## src/rtl/rec_play_sequencer.sv

```systemverilog
//------------------------------------------------------------------------------
// rec_play_sequencer : record/playback sequencer owning the sample-RAM port.
// Optional macro LOOP_PLAY_EN selects continuous looped playback.
// Revision: 1.0
//------------------------------------------------------------------------------
`default_nettype none

module rec_play_sequencer #(
  parameter int ADDR_WIDTH = 10,
  parameter int MAX_ADDR   = 1023
) (
  input  logic                  clk,
  input  logic                  reset_n,
  input  logic                  record_req,
  input  logic                  play_req,
  input  logic                  stop_req,
  input  logic                  sample_tick,
  output logic [ADDR_WIDTH-1:0] mem_addr,
  output logic                  mem_we,
  output logic                  mem_re,
  output logic                  play_valid,
  output logic                  recording,
  output logic                  playing,
  output logic [ADDR_WIDTH:0]   msg_len,
  output logic                  mem_full
);

`ifdef LOOP_PLAY_EN
  localparam bit LOOP = 1'b1;
`else
  localparam bit LOOP = 1'b0;
`endif

  localparam logic [ADDR_WIDTH:0] LAST_ADDR = (ADDR_WIDTH+1)'(MAX_ADDR);

  typedef enum logic [1:0] {
    IDLE   = 2'd0,
    RECORD = 2'd1,
    PLAY   = 2'd2
  } state_t;

  state_t                state, state_nx;
  logic [ADDR_WIDTH:0]   wr_ptr, wr_nx;
  logic [ADDR_WIDTH:0]   rd_ptr, rd_nx;
  logic [ADDR_WIDTH:0]   len_nx;
  logic [ADDR_WIDTH-1:0] addr_nx;
  logic                  we_nx, re_nx, full_nx;
  // Blocks re-entering RECORD after a full stop until record_req drops.
  logic                  rec_lock, lock_nx;
  logic                  rec_go;

  assign rec_go    = record_req && !rec_lock;
  assign recording = (state == RECORD);
  assign playing   = (state == PLAY);

  always_comb begin
    state_nx = state;
    addr_nx  = mem_addr;
    we_nx    = 1'b0;
    re_nx    = 1'b0;
    wr_nx    = wr_ptr;
    rd_nx    = rd_ptr;
    len_nx   = msg_len;
    full_nx  = mem_full;
    lock_nx  = rec_lock && record_req;
    case (state)
      IDLE: begin
        addr_nx = '0;
        if (rec_go) begin
          state_nx = RECORD;
          wr_nx    = '0;
          len_nx   = '0;
          full_nx  = 1'b0;
        end else if (play_req && (msg_len != '0)) begin
          state_nx = PLAY;
          rd_nx    = '0;
        end
      end
      RECORD: begin
        if (mem_full) begin
          state_nx = IDLE;
          addr_nx  = '0;
          lock_nx  = record_req;
        end else if (!record_req || stop_req) begin
          state_nx = IDLE;
          addr_nx  = '0;
        end else if (sample_tick) begin
          we_nx   = 1'b1;
          addr_nx = wr_ptr[ADDR_WIDTH-1:0];
          wr_nx   = wr_ptr + 1'b1;
          len_nx  = msg_len + 1'b1;
          full_nx = (wr_ptr == LAST_ADDR);
        end
      end
      PLAY: begin
        if (rec_go || stop_req || (!LOOP && (rd_ptr == msg_len))) begin
          state_nx = IDLE;
          addr_nx  = '0;
        end else if (sample_tick) begin
          re_nx   = 1'b1;
          addr_nx = rd_ptr[ADDR_WIDTH-1:0];
          if (LOOP && (rd_ptr == msg_len - 1'b1)) begin
            rd_nx = '0;
          end else begin
            rd_nx = rd_ptr + 1'b1;
          end
        end
      end
      default: begin
        state_nx = IDLE;
        addr_nx  = '0;
      end
    endcase
  end

  always_ff @(posedge clk or negedge reset_n) begin
    if (!reset_n) begin
      state      <= IDLE;
      mem_addr   <= '0;
      mem_we     <= 1'b0;
      mem_re     <= 1'b0;
      play_valid <= 1'b0;
      msg_len    <= '0;
      mem_full   <= 1'b0;
      wr_ptr     <= '0;
      rd_ptr     <= '0;
      rec_lock   <= 1'b0;
    end else begin
      state      <= state_nx;
      mem_addr   <= addr_nx;
      mem_we     <= we_nx;
      mem_re     <= re_nx;
      play_valid <= mem_re;
      msg_len    <= len_nx;
      mem_full   <= full_nx;
      wr_ptr     <= wr_nx;
      rd_ptr     <= rd_nx;
      rec_lock   <= lock_nx;
    end
  end

endmodule

`default_nettype wire

```

## config.mk

```make
export PLATFORM = sky130hd
export DESIGN_NAME = rec_play_sequencer
export DESIGN_NICKNAME = d
export VERILOG_FILES = /design/src/rtl/rec_play_sequencer.sv
export SDC_FILE = /design/constraint.sdc
export NUM_CORES = 1
export LEC_CHECK = 0
export BUFFER_PORTS_ARGS = -buffer_cell sky130_fd_sc_hd__buf_4
export CAP_MARGIN = 25
export CORE_UTILIZATION = 35
export CTS_CLUSTER_SIZE = 40
export DETAILED_ROUTE_END_ITERATION = 6
export PLACE_DENSITY = 0.5
export SLEW_MARGIN = 30
export SYNTH_ARGS = -nofsm -noshare
export SYNTH_HDL_FRONTEND = slang
export SYNTH_SLANG_ARGS = --single-unit
```

## constraint.sdc

```tcl
create_clock -name clk -period 1.87 [get_ports clk]
set_input_delay 0.374 -clock clk [delete_from_list [all_inputs] [get_ports clk]]
set_output_delay 0.374 -clock clk [all_outputs]
set_load 0.02 [all_outputs]
```

After elaboration in Yosys (flattened, before gate mapping)
Index checks and enable logic that the tools add are counted.
{ "op_classes": {"addsub": 3, "eq_ne": 17, "muxes": 39, "n_reduce_logical": 17} }
{ "ops": {"columns": ["operator", "n"], "rows": [
  ["11-bit two-way mux", 11],
  ["11-bit case mux with 2 select lines", 3],
  ["10-bit two-way mux", 5],
  ["11-bit by 1-bit adder with 11-bit output, second input constant", 3],
  ["10-bit case mux with 2 select lines", 1],
  ["2-bit inequality test, second input constant", 8],
  ["1-bit two-way mux", 12],
  ["11-bit by 10-bit equality test with 1-bit output, second input constant", 1],
  ["11-bit equality test", 1],
  ["11-bit nonzero test", 1],
  ["2-bit two-way mux", 5],
  ["5-bit AND reduction", 2],
  ["2-bit case mux with 3 select lines", 1],
  ["4-bit by 2-bit inequality test with 1-bit output, second input constant", 1],
  ["2-bit AND reduction", 2],
  ["2-bit nonzero test", 2],
  ["1-bit logical AND", 3],
  ["1-bit logical OR", 3],
  ["3-bit by 1-bit inequality test with 1-bit output, second input constant", 1],
  ["3-bit by 2-bit inequality test with 1-bit output, second input constant", 1],
  ["3-bit inequality test, second input constant", 1],
  ["3-bit AND reduction", 1],
  ["2-bit by 1-bit equality test with 1-bit output, second input constant", 1],
  ["2-bit equality test, second input constant", 1],
  ["4 further kinds", 5]
]} }
{ "word_totals": {"reg_bits": 50, "inputBits": 6, "out_inout_bits": 27, "word_cells": 86} }

Logic depth before layout (Yosys ltp)
{ "depth": {"word_depth": 6, "mapped_depth": 10, "depth_no_buf": 8} }

Worst setup path before layout
OpenSTA, ideal clock, no wires.
{ "synth_timing": {"path_kind": "register -> register", "startpoint": "register state[1]", "endpoint": "register wr_ptr[10]", "setup_time_ps": 65, "t_arrival_ps": 2091, "t_required_ps": 1805, "slack_ps": -287, "path_stages_with_launch": 10, "n_path_buf": 1, "cell_sequence": "dfrtp_1 > inv_1 > ha_1 > buf_2 > nor2_1 > a21oi_1 > nand3_1 > or3b_2 > o21ai_0 > a22o_1"} }
{ "synth_between": {"elab_chain_len": 3, "word_cells_on_any_way": 9, "cone_classes": "5 x eq/ne; 1 x mux; 3 x reduce/logical"} }
{ "synth_rtl": {"columns": ["item", "line", "text"], "rows": [
  ["start: declaration", "42", "state_t state, state_nx;"],
  ["start signal: assignment", "129", "state <= state_nx;"],
  ["2-bit by 1-bit equality test with 1-bit output *", null, null],
  ["named net recording", "22", "output logic recording,"],
  ["2-bit inequality test (no source line) or 2-bit nonzero test (tied branches)", null, null],
  ["5-bit AND reduction (no source line)", null, null],
  ["end signal: assignment", "136", "wr_ptr <= wr_nx;"],
  ["end: declaration", "43", "logic [ADDR_WIDTH:0] wr_ptr, wr_nx;"]
]} }
The timed path passes the listed nets; every way through them passes the cells marked *.
A chain may end at the register's enable or synchronous reset.

Final worst setup path
{ "layout_timing": {"startpoint": "register state[1]", "endpoint": "register msg_len[5]"} }
{ "layout_between": {"elab_chain_len": 3, "word_cells_on_any_way": 9, "cone_classes": "5 x eq/ne; 1 x mux; 3 x reduce/logical"} }
{ "layout_rtl": {"columns": ["item", "line", "text"], "rows": [
  ["2-bit by 1-bit equality test with 1-bit output or 2-bit logical NOT (tied branches)", "66", "case (state)"],
  ["2-bit inequality test (no source line) or 2-bit nonzero test (tied branches)", null, null],
  ["5-bit AND reduction (no source line)", null, null],
  ["end signal: assignment", "134", "msg_len <= len_nx;"],
  ["end: declaration", "24", "output logic [ADDR_WIDTH:0] msg_len,"]
]} }
Several ways; a longest one is shown, not always the timed one.

==> metrics.md <==
| Metric | Value |
|---|---|
| RSZ-0062 raised after global routing | `true` |
| Cell Area, Synth | `0.002750 sq mm` |
| Initial antenna violation count | `0` |
| Fin crit share | `102.6%` |
| Maximum fanout along the worst path | `6` |
| Cell row count | `31` |
| DR iter-0 viols | `109` |
| Nets | `402` |
| Fin worst setup slack | `-48.76 ps` |
| Remaining DRCs | `0` |
| Critical path type | `reg2reg` |
| Warnings, synthesis | `0` |
| Fin Clk Skew | `14.44 ps` |
| Die Wd | `90.64 microns` |
| Main combinational cell family by area after synthesis | `simple AND/OR/NAND/NOR gates` |
| H-tree Lvls | `2` |
| Fillers | `665` |
| N_diodes | `0` |
| Worst vdd ir | `0.5108 mV` |
| Least-Margin Pin Slew | `650.7 ps` |
| Cell Pwr Density | `878.3 mW/mm^2` |
| Status | `finished with violations` |
| Hold_buf cts | `0` |
| CTS tree | `yes` |
| Buffers on Ports | `32` |
| Hold Fails Final Rpt | `0` |
| Sw power | `1.278 mW` |
| Fmax | `521.2 MHz` |
| Post-Syn Instances | `284` |
| Arrival time of the worst setup path | `2110 ps` |
| Post-Synth Adder-Cell Area | `3.185%` |
| Count of cell types in the netlist | `48` |
| Max cap viols | `0` |
| Routability cong. | `0.8041` |
| Most common cell after layout, fill and taps aside | `buf_4` |
| Final wirelength | `8146 microns` |
| Cell Int Power | `2.270 mW` |
| Seq pwr share | `35.7%` |
| Critical Path End Type | `register` |
| Clock network power share | `19.4%` |
| Worst Setup Start Kind | `register` |
| Post-DP HPWL | `6057 microns` |
| Number of I/O pins | `33` |
| Violated checks | `setup timing` |
| Commonest non-fill, non-tap cells in the layout | `buf_4, dfrtp_1, nor2_1` |
| Comb power frac | `44.9%` |
| CTS sink cnt | `50` |
| Clock buffer depth | `2` |
| Xor/xnor share of the synthesized area | `8.599%` |
| Core ar. | `0.007408 sq mm` |
| Leakage power | `1.877 nW` |
| Via density | `5.186` |
| Dpl cells | `474` |
| Hold crit path type | `in2async` |
| Synth Register Bits | `50` |
| Via count | `2536` |
| First-pass GRT wire length | `13230 microns` |
| Complex-gate fraction of the synthesized area | `15.74%` |
| TritonCTS buffer count | `5` |
| CTS Root Cell | `clkbuf_8` |
| Simple-gate share of the synthesized area | `23.25%` |
| Syn Nets | `297` |
| Clock Latency Late Sink | `310 ps` |
| Ys flop type | `dfrtp_1` |
| Share of cells above drive strength 1 | `45.13%` |
| Post-synthesis mux area share | `0.4095%` |
| Routed WL per cell | `16.66 microns` |
| Die Area | `0.008216 sq mm` |
| Syn avg cell area | `9.684 sq um` |
| TritonRoute pass-1 iters | `4` |
| Tmin final | `1919 ps` |
| ANT nets after route | `0` |
| Pin count of the biggest net entering global routing | `51` |
| Die span in y | `90.64 microns` |
| Vias in the first global route | `2543` |
| Non-filler cells, final | `489` |
| Core Util, Final | `54.52%` |
| Gr usage total | `20.54%` |
| Initial core utilization | `37.12%` |
| Sw Share | `36.01%` |
| Layout area overhead | `46.86%` |
| Gr ovfl total | `0` |
| Finish-stage setup viols | `12` |
| Post-synth EDFFs | `0` |
| Max_slew headroom | `56.62%` |
| Async set or reset register ratio after synthesis | `100.0%` |
| Clk slew on worst S/H paths | `100 ps` |
| Max Slew Vio Count | `0` |
| Data required, critical path | `2060 ps` |
| Sequential share of the synthesized area | `45.50%` |
[worst max-delay path, cell delays in order, from the launching register on]
cell	delay, ps
dfrtp_1	390
inv_2	80
ha_4	180
a21bo_4	220
a211oi_4	280
and4_4	310
nand3_2	90
xor2_1	200
nor2_1	60
[cell usage after synthesis (3+ instances only)]
master / number / area [sq um]
and2_1: 5 / 31.28
o31ai_1: 5 / 37.54
nand2b_1: 4 / 25.02
xor2_1: 16 / 140.1
buf_2: 7 / 35.03
nor4_1: 3 / 18.77
xnor2_1: 11 / 96.34
dfrtp_1: 50 / 1251
nand3_1: 15 / 75.07
a21oi_1: 7 / 35.03
a2bb2oi_1: 3 / 26.28
and3_1: 7 / 43.79
nand4_1: 12 / 75.07
a21o_1: 4 / 30.03
o21ai_0: 11 / 55.05
inv_1: 8 / 30.03
a22o_1: 6 / 52.55
clkbuf_1: 4 / 15.01
a221o_1: 7 / 70.07
nor2_1: 28 / 105.1
ha_1: 7 / 87.58
and2_0: 7 / 43.79
o31a_1: 4 / 35.03
nand2_1: 23 / 86.33
[worst paths after layout]
path / cells past startpoint / to / start / slack [ps]
worst max register to register: 8 / msg_len[5] / state[1] / -50
min in group clk: 0 / play_valid / mem_re / 390
worst max-delay path: 8 / msg_len[5] / state[1] / -50
worst min-delay path: 1 / mem_addr[1] / reset_n / 80
max in group asynchronous: 1 / msg_len[6] / reset_n / 1300
worst min register to register: 0 / play_valid / mem_re / 390
[logic make-up (layout without fill, tap and decap cells)]
| family | count (synthesis) | in the layout |
|---|---|---|
| mux | 1 | 1 |
| buf+inv | 21 | 127 |
| compound gates | 57 | 57 |
| flops | 50 | 50 |
| simple gates | 121 | 121 |
| xor+xnor | 27 | 27 |
| fa+ha+maj | 7 | 7 |
[state kept, by name, summed over array words and instances, names as in the netlist]
| signal | count |
|---|---|
| play_valid | 1 |
| mem_we | 1 |
| mem_full | 1 |
| rd_ptr | 11 |
| mem_addr | 10 |
| wr_ptr | 11 |
| mem_re | 1 |
| state | 2 |
| rec_lock | 1 |
| msg_len | 11 |
[metrics by stage]
step / hold slack (ps) / total power, mW / setup TNS [ps] / setup WS [ps] / instance area [sq um]
2_1_floorplan: 78.41 / 1.975 / -1355 / -145.2 / 2829
3_3_place_gp: 360.5 / 2.571 / -2948 / -169.6 / 3646
3_5_place_dp: 363.8 / 2.570 / -2420 / -181.0 / 3646
4_1_cts: 112.5 / 3.392 / -311.5 / -47.22 / 3902
5_1_grt: 131.5 / 3.745 / -2565 / -125.0 / 4039
6_report: 78.78 / 3.547 / -202.8 / -48.76 / 4039
[per-layer routing]
| layer | GRT usage (%) | vias to the layer above | wire length (microns) |
|---|---|---|---|
| li1 | - | 1227 | - |
| met4 | 5.242 | 0 | 88 |
| met2 | 34.28 | 65 | 3867 |
| met3 | 3.535 | 12 | 282 |
| met1 | 27.48 | 1232 | 3907 |
| met5 | 0 | - | 0 |
[power groups by stage]
stage	logic, mW	clock network, mW	registers, mW
final	1.59	0.688	1.27
after global routing	1.72	0.745	1.28
after CTS	1.43	0.698	1.26
after detailed placement	1.29	0	1.28
after global placement	1.29	0	1.28
after floorplan	0.696	0	1.28
[cell type report]
| class | count | area (sq um) | share of cell area, % |
|---|---|---|---|
| Sequential cell | 50 | 1266 | 31.35 |
| Clock inverter | 1 | 5.005 | 0.1239 |
| Timing Repair Buffer | 111 | 864.6 | 21.41 |
| Multi-Input combinational cell | 213 | 1663 | 41.17 |
| Clock buffer | 7 | 86.33 | 2.138 |
| Tap cell | 99 | 123.9 | 3.067 |
| Inverter | 8 | 30.03 | 0.7435 |
[what timing repair did]
action,in CTS,in global routing
buffers inserted,3,5
gates cloned,1,0
gates resized for setup,36,28
setup endpoints to repair,35,40
pin swaps,6,15
No activity file was read; power rests on OpenSTA's default activity.
